$ cat config.mk
export PLATFORM = sky130hd
export DESIGN_NAME = mm_stream_host
export DESIGN_NICKNAME = d
export VERILOG_FILES = /design/src/rtl/mm_stream_host_pkg.sv /design/src/rtl/mm_beat_sel.sv /design/src/rtl/mm_stream_host.sv
export SDC_FILE = /design/constraint.sdc
export NUM_CORES = 1
export LEC_CHECK = 0
export BUFFER_PORTS_ARGS = -buffer_cell sky130_fd_sc_hd__buf_2
export CORE_MARGIN = 1
export CORE_UTILIZATION = 25
export CTS_CLUSTER_DIAMETER = 80
export DETAILED_ROUTE_END_ITERATION = 10
export PLACE_DENSITY = 0.43
export SYNTH_ARGS = -nofsm -noshare
export SYNTH_HDL_FRONTEND = slang
export SYNTH_SLANG_ARGS = --single-unit
$ cat constraint.sdc
create_clock -name clk -period 10.1 [get_ports clk]
set_input_delay 1.01 -clock clk [delete_from_list [all_inputs] [get_ports clk]]
set_output_delay 1.01 -clock clk [all_outputs]
set_load 0.01 [all_outputs]
$ cat src/rtl/mm_stream_host_pkg.sv
// Shared types, protocol constants and flat-vector index helpers for the
// matmul pin-protocol host (mm_stream_host and mm_beat_sel).
package mm_stream_host_pkg;

   typedef enum logic [2:0] {
      ST_IDLE    = 3'd0,
      ST_LOAD    = 3'd1,
      ST_WAIT    = 3'd2,
      ST_CAPTURE = 3'd3,
      ST_CHECK   = 3'd4,
      ST_FIN     = 3'd5
   } mm_state_t;

   localparam int         MM_N         = 3;
   localparam int         MM_LOAD_BIT  = 6;
   localparam logic [7:0] MM_DONE_MARK = 8'hFF;
   localparam int         MM_BEATS     = 2 * MM_N * MM_N;

   // LSB offset of element (r,c) in a row-major flat vector of w-bit elements
   function automatic int elem_lsb(input int r, input int c, input int n, input int w);
      return (r * n + c) * w;
   endfunction

   function automatic int idx_lsb(input int i, input int w);
      return i * w;
   endfunction

endpackage

$ cat src/rtl/mm_beat_sel.sv
// Combinational beat mux: beat index 0..N*N-1 picks A row-major,
// N*N..2*N*N-1 picks B row-major; out-of-range indices give zero.
module mm_beat_sel
   import mm_stream_host_pkg::*;
#(
   parameter int N      = 3,
   parameter int DATA_W = 6,
   parameter int IDX_W  = 5
) (
   input  logic [N*N*DATA_W-1:0] a_flat,
   input  logic [N*N*DATA_W-1:0] b_flat,
   input  logic [IDX_W-1:0]      beat_idx,
   output logic [DATA_W-1:0]     word
);

   always_comb begin
      word = '0;
      for (int r = 0; r < N; r++) begin
         for (int c = 0; c < N; c++) begin
            if (beat_idx == IDX_W'(r * N + c))
               word = a_flat[elem_lsb(r, c, N, DATA_W) +: DATA_W];
            if (beat_idx == IDX_W'(N * N + r * N + c))
               word = b_flat[elem_lsb(r, c, N, DATA_W) +: DATA_W];
         end
      end
   end

endmodule

$ cat src/rtl/mm_stream_host.sv
// Host driver for the matmul pin protocol: streams A then B as load beats and
// captures N*N result bytes. Define MM_DONE_CHECK_EN to add the done-marker check.
module mm_stream_host
   import mm_stream_host_pkg::*;
#(
   parameter int N             = MM_N,
   parameter int DATA_W        = 6,
   parameter int RES_W         = 8,
   parameter int CAPTURE_DELAY = 2
) (
   input  logic                  clk,
   input  logic                  rst_n,
   input  logic                  start,
   input  logic                  abort,
   input  logic [N*N*DATA_W-1:0] a_flat,
   input  logic [N*N*DATA_W-1:0] b_flat,
   output logic                  busy,
   output logic                  done,
   output logic [N*N*RES_W-1:0]  res_flat,
   output logic                  err_done,
   output logic [7:0]            mm_ui,
   input  logic [7:0]            mm_uo
);

   localparam int NN        = N * N;
   localparam int BEATS     = (N == MM_N) ? MM_BEATS : 2 * NN;
   localparam int BEAT_W    = $clog2(BEATS);
   localparam int CAP_W     = (NN > 1) ? $clog2(NN) : 1;
   localparam int WAIT_W    = (CAPTURE_DELAY > 2) ? $clog2(CAPTURE_DELAY - 1) : 1;
   localparam int WAIT_LAST = (CAPTURE_DELAY > 1) ? CAPTURE_DELAY - 2 : 0;

   mm_state_t              state;
   mm_state_t              nxt;
   logic [BEAT_W-1:0]      beat_cnt;
   logic [CAP_W-1:0]       cap_cnt;
   logic [WAIT_W-1:0]      wait_cnt;
   logic [NN*DATA_W-1:0]   a_snap;
   logic [NN*DATA_W-1:0]   b_snap;
   logic [NN*DATA_W-1:0]   sel_a;
   logic [NN*DATA_W-1:0]   sel_b;
   logic [BEAT_W-1:0]      sel_idx;
   logic [DATA_W-1:0]      sel_word;
   logic [7:0]             mm_ui_q;
   logic [7:0]             mm_ui_d;
   logic                   busy_q;
   logic                   busy_d;
   logic                   done_q;
   logic                   done_d;
   logic [NN*RES_W-1:0]    res_q;
   logic                   start_ok;

   assign start_ok = (state == ST_IDLE) && start && !abort;

   // Beat 0 leaves on the same edge that takes the snapshot, so it is read
   // from the live operands; every later beat comes from the snapshot.
   assign sel_a   = (state == ST_IDLE) ? a_flat : a_snap;
   assign sel_b   = (state == ST_IDLE) ? b_flat : b_snap;
   assign sel_idx = (state == ST_IDLE) ? '0 : beat_cnt + 1'b1;

   mm_beat_sel #(
      .N      (N),
      .DATA_W (DATA_W),
      .IDX_W  (BEAT_W)
   ) u_beat_sel (
      .a_flat   (sel_a),
      .b_flat   (sel_b),
      .beat_idx (sel_idx),
      .word     (sel_word)
   );

   always_ff @(posedge clk or negedge rst_n) begin
      if (!rst_n) state <= ST_IDLE;
      else        state <= nxt;
   end

   always_comb begin
      nxt = state;
      if (abort) begin
         nxt = ST_IDLE;
      end else begin
         case (state)
            ST_IDLE:    if (start) nxt = ST_LOAD;
            ST_LOAD:    if (beat_cnt == BEAT_W'(BEATS - 1))
                           nxt = (CAPTURE_DELAY > 1) ? ST_WAIT : ST_CAPTURE;
            ST_WAIT:    if (wait_cnt == WAIT_W'(WAIT_LAST)) nxt = ST_CAPTURE;
`ifdef MM_DONE_CHECK_EN
            ST_CAPTURE: if (cap_cnt == CAP_W'(NN - 1)) nxt = ST_CHECK;
            ST_CHECK:   nxt = ST_FIN;
`else
            ST_CAPTURE: if (cap_cnt == CAP_W'(NN - 1)) nxt = ST_FIN;
`endif
            ST_FIN:     nxt = ST_IDLE;
            default:    nxt = ST_IDLE;
         endcase
      end
   end

   // Registered outputs are decoded from the next state so they line up with it.
   always_comb begin
      mm_ui_d = '0;
      if (nxt == ST_LOAD) begin
         mm_ui_d[MM_LOAD_BIT]  = 1'b1;
         mm_ui_d[DATA_W-1:0]   = sel_word;
      end
      busy_d = (nxt != ST_IDLE);
      done_d = (state == ST_FIN) && !abort;
   end

   always_ff @(posedge clk or negedge rst_n) begin
      if (!rst_n) begin
         beat_cnt <= '0;
         wait_cnt <= '0;
         cap_cnt  <= '0;
         mm_ui_q  <= '0;
         busy_q   <= 1'b0;
         done_q   <= 1'b0;
         res_q    <= '0;
      end else begin
         mm_ui_q  <= mm_ui_d;
         busy_q   <= busy_d;
         done_q   <= done_d;
         beat_cnt <= (state == ST_LOAD && nxt == ST_LOAD) ? beat_cnt + 1'b1 : '0;
         wait_cnt <= (state == ST_WAIT && nxt == ST_WAIT) ? wait_cnt + 1'b1 : '0;
         cap_cnt  <= (state == ST_CAPTURE && nxt == ST_CAPTURE) ? cap_cnt + 1'b1 : '0;
         if (state == ST_CAPTURE && !abort)
            res_q[idx_lsb(int'(cap_cnt), RES_W) +: RES_W] <= RES_W'(mm_uo);
      end
   end

   always_ff @(posedge clk) begin
      if (start_ok) begin
         a_snap <= a_flat;
         b_snap <= b_flat;
      end
   end

`ifdef MM_DONE_CHECK_EN
   logic err_q;

   always_ff @(posedge clk or negedge rst_n) begin
      if (!rst_n)                            err_q <= 1'b0;
      else if (start_ok)                     err_q <= 1'b0;
      else if (state == ST_CHECK && !abort)  err_q <= (mm_uo != MM_DONE_MARK);
   end

   assign err_done = err_q;
`else
   assign err_done = 1'b0;
`endif

   assign mm_ui    = mm_ui_q;
   assign busy     = busy_q;
   assign done     = done_q;
   assign res_flat = res_q;

endmodule

Word-level counts from Yosys, hierarchy flattened
Index checks and enable logic that the tools add are counted.
- bits in registers: 202
- input port bits: 120
- output and inout port bits: 83
- word-level logic and storage cells: 85
- $add $sub $neg: 4
- eq/ne operators: 26
- shift operators: 2
- mux-type cells: 32
- reduce and logical (&&, ||, !) cells: 11
- operators by type and width (kind ; count):
    54-bit 2-to-1 mux ; 2
    6-bit 2-to-1 mux ; 18
    72-bit bitwise mux ; 1
    8-bit by 33-bit variable shift with 72-bit output, first input constant ; 1
    8-bit by 33-bit indexed part select with 72-bit output ; 1
    5-bit by 4-bit equality test with 1-bit output, second input constant ; 8
    7-bit negation with 33-bit output ; 1
    5-bit by 3-bit equality test with 1-bit output, second input constant ; 4
    5-bit equality test, second input constant ; 3
    3-bit 2-to-1 mux ; 5
    3-bit by 2-bit equality test with 1-bit output, second input constant ; 4
    3-bit case mux with 4 select lines ; 1
    5-bit by 2-bit equality test with 1-bit output, second input constant ; 2
    5-bit 2-to-1 mux ; 2
    1-bit logical AND ; 7
    7-bit 2-to-1 mux ; 1
    3-bit by 1-bit equality test with 1-bit output, second input constant ; 2
    5-bit by 1-bit adder with 5-bit output, second input constant ; 1
    5-bit by 1-bit equality test with 1-bit output, second input constant ; 1
    5-bit zero test ; 1
    4-bit by 1-bit adder with 4-bit output, second input constant ; 1
    4-bit equality test, second input constant ; 1
    4-bit 2-to-1 mux ; 1
    3-bit equality test, second input constant ; 1
    other kinds (5) ; 5

Logic depth before layout (Yosys ltp)
- depth after elaboration: 22
- depth in mapped cells: 11
- mapped depth without buffers: 9

Cells and area by module
From an unflattened synthesis, not the netlist that was laid out.
- cells, all modules: 853
- area, all modules: 10281.1 µm²
- by module, submodules not included (module ; times used ; cells an instance ; area an instance (µm²) ; seq. area each (µm²)):
    mm_stream_host ; 1 ; 607 ; 8748.4 ; 5595.4
    mm_beat_sel ; 1 ; 246 ; 1532.7 ; 0.0

Worst setup path after synthesis
Ideal clock, no wire load.
- kind: reg2reg
- from: reg state[1]
- to: reg a_snap[0] (enable)
- library setup time: 0.729 ns
- arrival: 9.359 ns
- required time: 9.371 ns
- slack: 0.012 ns
- cell stages (with the launch flop): 7
- buffers on the path: 4
- clock period less this slack: 10.088 ns
- cells stage by stage: dfrtp_1 -> buf_6 -> or3_1 -> buf_4 -> buf_1 -> clkbuf_1 -> nor3b_1
- word-level cells in the longest chain between the ends: 3
- RTL lines (item ; line ; source):
    start: declaration ; mm_stream_host.sv:32 ; mm_state_t state;
    start signal: assignment ; mm_stream_host.sv:73 ; else state <= nxt;
    3-bit zero test ; mm_stream_host.sv:52 ; assign start_ok = (state == ST_IDLE) && start && !abort;
    1-bit logical AND (2 in a row) ; mm_stream_host.sv:52 ;
    via start_ok ; mm_stream_host.sv:50 ; logic start_ok;
    end signal: assignment ; mm_stream_host.sv:132 ; a_snap <= a_flat;
    end: declaration ; mm_stream_host.sv:37 ; logic [NN*DATA_W-1:0] a_snap;
The timed path passes the listed nets, and every way through them passes these cells.
A chain may end at the register's enable or synchronous reset.

Worst setup path in the final report
- from: reg beat_cnt[1]
- to: reg mm_ui_q[2], in the netlist mm_ui[2]
- word-level cells in the longest chain between the ends: 22
- elaborated cells on any way between the ends: 44
- those cells by class: add/sub (1); eq/ne (19); mux (23); reduce/logical (1)
- RTL lines (item ; line ; source):
    start: declaration ; mm_stream_host.sv:34 ; logic [BEAT_W-1:0] beat_cnt;
    start signal: assignment ; mm_stream_host.sv:122 ; beat_cnt <= (state == ST_LOAD && nxt == ST_LOAD) ? beat_cnt + 1'b1 : '0;
    5-bit by 1-bit adder with 5-bit output ; mm_stream_host.sv:58 ; assign sel_idx = (state == ST_IDLE) ? '0 : beat_cnt + 1'b1;
    5-bit 2-to-1 mux ; mm_stream_host.sv:58 ;
    5-bit zero test ; mm_beat_sel.sv:20 ; if (beat_idx == IDX_W'(r * N + c))
    6-bit 2-to-1 mux ; mm_beat_sel.sv:20 ;
    6-bit 2-to-1 mux ; mm_beat_sel.sv:22 ; if (beat_idx == IDX_W'(N * N + r * N + c))
    6-bit 2-to-1 mux ; mm_beat_sel.sv:20 ;
    6-bit 2-to-1 mux ; mm_beat_sel.sv:22 ;
    6-bit 2-to-1 mux ; mm_beat_sel.sv:20 ;
    [... 7 more ...] ; -- ;
    6-bit 2-to-1 mux ; mm_beat_sel.sv:20 ;
    6-bit 2-to-1 mux ; mm_beat_sel.sv:22 ;
    6-bit 2-to-1 mux ; mm_beat_sel.sv:20 ;
    6-bit 2-to-1 mux ; mm_beat_sel.sv:22 ;
    6-bit 2-to-1 mux ; mm_beat_sel.sv:20 ;
    6-bit 2-to-1 mux ; mm_beat_sel.sv:22 ;
    7-bit 2-to-1 mux * ; mm_stream_host.sv:101 ; if (nxt == ST_LOAD) begin
    via mm_ui_d[2] ; mm_stream_host.sv:44 ; logic [7:0] mm_ui_d;
    end signal: assignment ; mm_stream_host.sv:119 ; mm_ui_q <= mm_ui_d;
    end: declaration ; mm_stream_host.sv:43 ; logic [7:0] mm_ui_q;
Mark *: on every way through the listed nets, which the timed path passes. The rest lies on a longest branch.

==> results.ini <==
[placement]
hpwl_mm = 20.5
gp_congestion = 0.851
numPortBuffers = 200
placedInstanceArea_um2 = 10500

[critical_path]
r2r_path_end = mm_ui[2]
setup_slack_on_the_worst_flop_to_flop_path_ns = 6.63
setup.worst_path.end = mm_ui[2]
critPathArrivalTime_ns = 3.92
worst_setup_path_end_kind = flip-flop
path_class = flip-flop to flip-flop
start_kind = flip-flop
path_max_fanout = 12
critical_path_required_ns = 10.55
regToRegStartpoint = beat_cnt[1]
cp-startpoint = beat_cnt[1]
rr_worst_depth = 8

[timing]
least_margin_pin_slew_ns = 1.18
timing.final.crit_share_pct = 34.3
finClkSkew_ns = 0.0121
timing.final.hold_violations = 0
report.final.setup_viol = 0
min_period_ns = 3.47
fin_setup_tns_ns = 0
final-max-slew-violation-count = 0
clock.fmax_ghz = 0.288
rsz0062_at_grt = no
max_slew_margin_pct = 20.8

[job]
max-cap-violations = 0

[synthesis]
mappedNetlistArea_um2 = 9000
synth_enable_flop_cells = 108
yosys_warnings = 0
ys_ff_latch = 202
post_synth.cell_area_avg_um2 = 11.2
synth.most_common_cell = sky130_fd_sc_hd__nand2_1
synth_seq_area_share_pct = 62.2
synthDominantCellAreaShare_pct = 36.0
ys.flop_type = sky130_fd_sc_hd__edfxtp_1
leading_post_synthesis_cells_by_cell_area = sky130_fd_sc_hd__edfxtp_1, sky130_fd_sc_hd__dfrtp_1, sky130_fd_sc_hd__nand2_1, sky130_fd_sc_hd__o21ai_0, sky130_fd_sc_hd__a21oi_1
list_of_most_frequent_post_synthesis_cells = sky130_fd_sc_hd__nand2_1, sky130_fd_sc_hd__edfxtp_1, sky130_fd_sc_hd__dfrtp_1
ys_types = 71
synth_top_cell_by_area = sky130_fd_sc_hd__edfxtp_1
synth_cells = 807
postSynth.asyncResetShare_pct = 46.5

[pwr]
sequentialPowerShare_pct = 47.2
internal_power_mw = 1.47
pwr-share-clk_pct = 47.3
power.ir.vdd_worst_uv = 123
power.net_switching_mw = 0.445
power_per_cell_area_nw_per_um2 = 170
share_comb_of_total_power_pct = 5.5
power.leakage_nw = 4.64
sw_ratio_pct = 23.2

[floorplan]
placement_rows = 69
starting_utilization_of_the_core_area_pct = 25.4
core_area_um2 = 35500
ioPinCount = 203
design.die.area_um2 = 36800
die-width_um = 192
vertical_extent_of_the_die_um = 192

[drt]
first_iter_violations = 395
via_count = 7064
routed_wire_length_per_instance_um = 19.3
drt_wl_total_mm = 28.7
drt.antenna.violating_nets = 0
count_of_tritonroute_iterations_in_the_first_routing_pass = 5
drt-vias-per-instance = 4.75
drc = 0

[global_route]
grt_start_max_net_pins = 63
grt_use_total_pct = 15.5
grt_first_pass_wirelength_mm = 43.3
first_global_vias = 6994
grt_antenna_before_repair = 2
gr-total-overflow = 0

[clocking]
clkTransAtPathRegs_ns = 0.06
clk_latency_ns = 0.53
cts.htree.levels = 1
cts_tree = done
clock_sinks = 202
post_cts_resized = 0
cts_root_buffer = sky130_fd_sc_hd__clkbuf_16
cts.hold.buffers_added = 0
number_of_buffers_created_by_cts = 26
number_of_buffers_inserted_to_repair_setup_after_cts = 0
cts.path.max_buffers = 3

[final_layout]
design_area_um2 = 11300
design.final.nets = 1132
final_layout_size_suffix_gt1_share_pct = 27.4
area_delta_synth_final_pct = 25.5

[worst_hold_path]
worst_hold_path_type = primary input to asynchronous set/reset pin

[run_status]
result_of_the_run = finished, final reports clean

==> flip-flops by register name, summed over array words and instances (netlist names) <==
register and cells:
wait_cnt 1, res_flat 72, b_snap 54, state 3
cap_cnt 4, beat_cnt 5, busy 1, a_snap 54
done 1, mm_ui 7
==> power by group through the flow <==
stage / combinational (mW) / clock, mW / sequential, mW
finish: 0.106 / 0.905 / 0.904
CTS: 0.108 / 0.934 / 0.904
floorplan: 0.0443 / 0 / 0.921
global route: 0.116 / 0.965 / 0.905
global placement: 0.108 / 0 / 0.920
detailed placement: 0.107 / 0 / 0.920
==> final cells by class <==
type / instances / area [µm²]
Tap cell: 461 / 577
Sequential cell: 202 / 5600
Timing Repair Buffer: 207 / 1060
Clock buffer: 31 / 691
Fill cell: 3679 / 24200
Clock inverter: 16 / 140
Antenna cell: 2 / 5.00
Multi-Input combinational cell: 552 / 3170
Inverter: 16 / 60.1
==> placed cells by master, fill, tap and decap left out, types with 6 or more instances in the layout <==
cell                        count
sky130_fd_sc_hd__buf_4          8
sky130_fd_sc_hd__dfrtp_1       94
sky130_fd_sc_hd__clkbuf_16     27
sky130_fd_sc_hd__mux2i_1       13
sky130_fd_sc_hd__mux2_2         7
sky130_fd_sc_hd__and2_1         7
sky130_fd_sc_hd__clkinv_2       6
sky130_fd_sc_hd__nor2_1        33
sky130_fd_sc_hd__nand2_1      183
sky130_fd_sc_hd__a21oi_1       31
sky130_fd_sc_hd__or3_1          7
sky130_fd_sc_hd__o21ai_0       78
sky130_fd_sc_hd__o31ai_1       12
sky130_fd_sc_hd__a31oi_1        9
sky130_fd_sc_hd__edfxtp_1     108
sky130_fd_sc_hd__nand2b_1       9
sky130_fd_sc_hd__nand3_1       20
sky130_fd_sc_hd__ha_1           7
sky130_fd_sc_hd__nor3_1        15
sky130_fd_sc_hd__a221oi_1      11
sky130_fd_sc_hd__inv_1         16
sky130_fd_sc_hd__buf_2        199
==> worst min-delay path by stage <==
| stage | slack (ns) | start | end |
|---|---|---|---|
| 6_report | 0.44 | rst_n | res_flat[14] |
| 3_5_place_dp | 0.47 | res_flat[31] | res_flat[31] |
| 5_1_grt | 0.46 | rst_n | res_flat[14] |
| 3_3_place_gp | 0.46 | res_flat[50] | res_flat[50] |
| 2_1_floorplan | 0.50 | wait_cnt | state[0] |
| 4_1_cts | 0.45 | rst_n | res_flat[14] |
==> metrics by stage <==
stage,total power [mW],hold slack (ns),utilization (%),worst slack (ns),instances
floorplan,0.965,0.495,-,0.0119,809
global placement,1.03,0.456,29.5,6.76,1438
detailed placement,1.03,0.465,29.5,6.77,1438
CTS,1.95,0.451,31.8,6.75,1485
global route,1.99,0.458,31.8,6.34,1486
finish,1.91,0.436,31.8,6.63,1487
==> critical path, stage by stage, from the launching register on <==
cell and delay, ns:
sky130_fd_sc_hd__dfrtp_1 0.53, sky130_fd_sc_hd__ha_1 0.51, sky130_fd_sc_hd__nand3_1 0.15, sky130_fd_sc_hd__xor2_1 0.59
sky130_fd_sc_hd__nor4b_2 0.59, sky130_fd_sc_hd__a31oi_1 0.08, sky130_fd_sc_hd__a211oi_1 0.59, sky130_fd_sc_hd__o211ai_1 0.18
sky130_fd_sc_hd__a21oi_1 0.17
==> logic make-up after synthesis <==
| kind of cell | Yosys count | synth area share [%] |
|---|---|---|
| adders and majority gates | 7 | 0.973 |
| xor gates and xnor gates | 5 | 0.487 |
| DFF | 202 | 62.2 |
| muxes | 20 | 2.32 |
| other | 1 | 0.0417 |
| AOI/OAI and AO/OA | 212 | 15.7 |
| buffers and inverters | 55 | 2.93 |
| and+or+nand+nor | 305 | 15.4 |
==> layer usage <==
metal / global-route usage [%] / wire [µm] / part of all wire [%]
met4: 4.55 / 792 / 2.8
met3: 3.62 / 1890 / 6.6
met1: 21.1 / 12900 / 45
met5: 0 / 0 / 0
met2: 24.5 / 13100 / 46
Power figures use the tool's default switching activity.
